[src/rtl/mult16_seq.sv]
// Sequential 16x16 unsigned multiplier: one shared 8x8 carry-save multiplier
// is stepped over the four byte cross-products, accumulating into 32 bits.

module mult (
    input  logic [7:0]  a_i,
    input  logic [7:0]  b_i,
    output logic [15:0] p_o
);
    logic [15:0] s, c, pp, s_n;

    // Carry-save reduction of the eight partial products, one resolving add at the end.
    always_comb begin
        s   = '0;
        c   = '0;
        pp  = '0;
        s_n = '0;
        for (int i = 0; i < 8; i++) begin
            pp  = {8'b0, a_i & {8{b_i[i]}}} << i;
            s_n = s ^ c ^ pp;
            c   = ((s & c) | (s & pp) | (c & pp)) << 1;
            s   = s_n;
        end
        p_o = s + c;
    end
endmodule

module mult16_seq #(
    parameter bit SKIP_ZERO = 1'b1
) (
    input  logic        clk,
    input  logic        reset,
    input  logic        in_valid,
    output logic        in_ready,
    input  logic [15:0] a,
    input  logic [15:0] b,
    output logic        out_valid,
    input  logic        out_ready,
    output logic [31:0] result,
    output logic        busy
);
    typedef enum logic [1:0] {IDLE, MUL, DONE} state_t;

    state_t      state_q, state_d;
    logic [15:0] a_q, a_d, b_q, b_d;
    logic [31:0] acc_q, acc_d;
    logic [1:0]  step_q, step_d;

    logic [7:0]  m_a, m_b;
    logic [15:0] m_p;
    logic [31:0] term;
    logic        accept, zero_op;

    assign accept  = in_valid && (state_q == IDLE);
    assign zero_op = (a == 16'd0) || (b == 16'd0);

    mult u_mult (
        .a_i (m_a),
        .b_i (m_b),
        .p_o (m_p)
    );

    // Byte select and weight for the current step.
    always_comb begin
        m_a  = a_q[7:0];
        m_b  = b_q[7:0];
        term = {16'b0, m_p};
        case (step_q)
            2'd1: begin
                m_a  = a_q[15:8];
                term = {8'b0, m_p, 8'b0};
            end
            2'd2: begin
                m_b  = b_q[15:8];
                term = {8'b0, m_p, 8'b0};
            end
            2'd3: begin
                m_a  = a_q[15:8];
                m_b  = b_q[15:8];
                term = {m_p, 16'b0};
            end
            default: ;
        endcase
    end

    always_ff @(posedge clk or posedge reset) begin
        if (reset) begin
            state_q <= IDLE;
            a_q     <= '0;
            b_q     <= '0;
            acc_q   <= '0;
            step_q  <= '0;
        end else begin
            state_q <= state_d;
            a_q     <= a_d;
            b_q     <= b_d;
            acc_q   <= acc_d;
            step_q  <= step_d;
        end
    end

    always_comb begin
        state_d = state_q;
        case (state_q)
            IDLE: if (accept) state_d = (SKIP_ZERO && zero_op) ? DONE : MUL;
            MUL:  if (step_q == 2'd3) state_d = DONE;
            DONE: if (out_ready) state_d = IDLE;
            default: state_d = IDLE;
        endcase
    end

    always_comb begin
        a_d    = a_q;
        b_d    = b_q;
        acc_d  = acc_q;
        step_d = step_q;
        if (accept) begin
            a_d    = a;
            b_d    = b;
            acc_d  = '0;
            step_d = '0;
        end else if (state_q == MUL) begin
            acc_d  = acc_q + term;
            step_d = step_q + 2'd1;
        end
    end

    always_comb begin
        in_ready  = (state_q == IDLE);
        out_valid = (state_q == DONE);
        busy      = (state_q != IDLE);
        result    = acc_q;
    end
endmodule
[config.mk]
export PLATFORM = sky130hd
export DESIGN_NAME = mult16_seq
export DESIGN_NICKNAME = d
export VERILOG_FILES = /design/src/rtl/mult16_seq.sv
export SDC_FILE = /design/constraint.sdc
export NUM_CORES = 1
export LEC_CHECK = 0
export CORE_UTILIZATION = 33
export CTS_BUF_LIST = sky130_fd_sc_hd__clkbuf_2
export DETAILED_ROUTE_END_ITERATION = 12
export SLEW_MARGIN = 15
export SYNTH_ARGS = -nofsm -noshare
export SYNTH_HDL_FRONTEND = slang
export SYNTH_SLANG_ARGS = --single-unit
[constraint.sdc]
create_clock -name clk -period 16.5 [get_ports clk]
set_input_delay 4.95 -clock clk [delete_from_list [all_inputs] [get_ports clk]]
set_output_delay 4.95 -clock clk [all_outputs]
set_load 0.1 [all_outputs]
==> metrics.md <==
| Metric | Value |
|---|---|
| Synth area leaders | `dfrtp_1 (27%), fa_1 (14%), ha_1 (9.7%)` |
| Worst hold slack | `532.0 ps` |
| FF-to-FF Start | `step_q[0]$_DFFE_PP0P_` |
| Fillers | `1915` |
| Max layer used | `met4` |
| Hold Path Depth | `1` |
| Fin crit share | `57.76%` |
| Synth Net Count | `811` |
| Hold Crit Start | `a_q[9]$_DFFE_PP0P_` |
| CTS tree | `yes` |
| WP data arrival | `10000 ps` |
| Vias per cell | `5.167` |
| Syn Area/Cell | `9.245 µm²` |
| Number of flops mapped to enable cells by yosys | `0` |
| Worst r2r path cells | `30` |
| Residual DRC | `0` |
| Status | `finished clean` |
| Metal1 wirelength | `7.687 mm` |
| R2r setup slk | `6970 ps` |
| Worst-margin pin slew | `983.0 ps` |
| Post-CTS Setup Bufs | `0` |
| Clk sink count | `68` |
| Peak Freq | `104.9 MHz` |
| # IOs | `71` |
| Dominant cell type by area after synthesis | `dfrtp_1` |
| DRT Pass-1 Iters | `4` |
| Max clock buf depth | `2` |
| Post-Syn Area | `6305 µm²` |
| Delay-heaviest family, CP | `adder cells` |
| Detail Route Antenna Nets | `0` |
| Yosys warnings | `0` |
| Kind of critical path | `register to register` |
| # resized after CTS | `0` |
| Top FF cell, synth | `dfrtp_1` |
| Initial antenna violation count | `0` |
| Worst path max stage delay | `610 ps` |
| Final core occ | `39.35%` |
| Hold Path End | `a_q[9]$_DFFE_PP0P_` |
| Worst r2r dst | `result[28]$_DFFE_PP0P_` |
| Core box area | `18710 µm²` |
| Synth Instances | `682` |
| Core Rows | `50` |
| Most used cell, CP | `fa_1` |
| Pin count of the biggest net entering global routing | `69` |
| Clock skew | `22.23 ps` |
| Metal3 WL | `626 µm` |
| CTS root buffer | `clkbuf_2` |
| Hold Buf Count CTS | `0` |
| Setup TNS | `0 ps` |
| Total CTS buffers | `9` |
| Slowest CP cell | `mux2i_1` |
| IO Port Bufs | `70` |
| Nets | `870` |
| PnR worst setup slack | `6970 ps` |
| Crit path max fanout | `12` |
| Unique masters post-synth | `61` |
| Clk slew on worst S/H paths | `210 ps` |
| Placer Congestion | `0.8603` |
| Slew Viols, Final | `0` |
| Hpwl dp | `12.43 mm` |
| DR WL/cell | `15.87 µm` |
| Maximum capacitance violations | `0` |
| First-pass GRT wire length | `25.47 mm` |
| Vias | `5064` |
| Die ar. | `19660 µm²` |
| Hold crit path type | `register to register` |
| Total gr overflow | `0` |
| Hold Vio Cnt, Final | `0` |
| Pre-CTS WS | `6991 ps` |
| Die height | `140.2 µm` |
| WL met2 | `7.032 mm` |
| Vias in the first global route | `4861` |
| Inserted Diodes | `0` |
| GR Util All Layers | `16.55%` |
| Synthesized flop and latch total | `68` |
| WP buf/inv | `3` |
| Area Overhead vs Synth | `16.75%` |
| Crit end category | `register` |
| Post-synth ARST share | `100.0%` |
| Routed wire length | `15.55 mm` |
| WP data required | `16970 ps` |
| Clk_lat worst skew | `570 ps` |
| Rel. slew slack | `34.26%` |
| Initial Util | `33.71%` |
| Synth top area share | `26.99%` |
| RSZ-0062 raised after global routing | `false` |
| CP Launch Type | `register` |
| First DRT Iteration DRCs | `253` |
| Die boundary width | `140.2 µm` |
| Tmin final | `9530 ps` |
| Layout cell share with drive strength beyond 1 | `10.72%` |
| Final setup violation count | `0` |
| H-Tree Depth | `3` |
| Register area share after synthesis | `26.99%` |
[sequential cells by signal, summed over array words and instances, names as in the netlist]
| name | cells |
|---|---|
| state_q | 2 |
| b_q | 16 |
| result | 32 |
| a_q | 16 |
| step_q | 2 |
[worst max path at each step]
stage / startpoint / to / slack, ps / cells past startpoint
after floorplan: step_q[0]$_DFFE_PP0P_ / result[24]$_DFFE_PP0P_ / 8130 / 34
after global placement: step_q[0]$_DFFE_PP0P_ / result[30]$_DFFE_PP0P_ / 7140 / 30
after detailed placement: step_q[0]$_DFFE_PP0P_ / result[30]$_DFFE_PP0P_ / 6990 / 30
after CTS: step_q[0]$_DFFE_PP0P_ / result[30]$_DFFE_PP0P_ / 6920 / 30
after global routing: step_q[0]$_DFFE_PP0P_ / result[30]$_DFFE_PP0P_ / 6420 / 30
final: step_q[0]$_DFFE_PP0P_ / result[28]$_DFFE_PP0P_ / 6970 / 30
[final cells by class]
| class | count | area [µm²] | area share [%] |
|---|---|---|---|
| Multi-Input combinational cell | 548 | 4345 | 59.03 |
| Sequential cell | 68 | 1702 | 23.12 |
| Timing Repair Buffer | 75 | 738.2 | 10.03 |
| Tap cell | 234 | 292.8 | 3.978 |
| Inverter | 39 | 146.4 | 1.989 |
| Clock inverter | 7 | 91.34 | 1.241 |
| Clock buffer | 9 | 45.04 | 0.6119 |
[logic make-up after synthesis]
| logic type | count (synthesis) | synth area share, % |
|---|---|---|
| AO/OA/AOI/OAI | 150 | 15.44 |
| XOR/XNOR | 31 | 4.306 |
| adder cells (fa/ha/maj) | 93 | 23.70 |
| buffers and inverters | 66 | 4.108 |
| flip-flops | 68 | 26.99 |
| multiplexers | 53 | 9.367 |
| AND/OR/NAND/NOR | 221 | 16.09 |
[cells in the mapped netlist, drive strengths merged, types with 2 or more instances]
master,n
a32oi,2
a211oi,2
a21o,13
nor4,8
o22ai,14
nor2b,15
ha,49
and3,6
o21ai,39
nand4,11
nor3,5
or3,2
a22oi,4
o2111ai,2
inv,39
clkbuf,20
mux2i,5
nand2,106
mux2,48
xnor2,13
o31ai,5
fa,44
o21bai,3
or4,2
nand3,10
buf,7
a21oi,43
a22o,5
o21a,3
a31oi,2
nand2b,3
xor2,18
nor2,39
and2,10
dfrtp,68
[per-stage QoR]
step           std cells  cell area, µm²
2_1_floorplan        682            6305
3_3_place_gp         964            7224
3_5_place_dp         964            7224
4_1_cts              980            7361
5_1_grt              980            7361
6_report             980            7361
[worst register-to-register path: cells and delay by family (launching register included)]
family	cells	cell delay, ps
AO/OA/AOI/OAI	11	2560
AND/OR/NAND/NOR	4	1210
XOR/XNOR	1	80
adder cells (fa/ha/maj)	10	4240
buffers and inverters	3	240
flip-flops	1	470
multiplexers	1	610
[layer usage]
layer	vias up	GRT usage [%]
met5	-	0
met4	0	4.511
met3	12	2.940
met2	103	26.00
met1	2433	23.29
li1	2516	-
[layout by cell type, fill, tap and decap left out, types with 18 or more instances in the layout]
cell             count
ha_1                49
xor2_1              18
nor2_1              39
inv_1               38
a21oi_1             43
dfrtp_1             68
mux2_2              48
clkdlybuf4s50_1     70
o21ai_0             30
nand2_1            105
fa_1                44
Power is left out: the tool's default activity adds up to more than one toggle a clock period on the data nets, which glitch-free logic cannot reach.
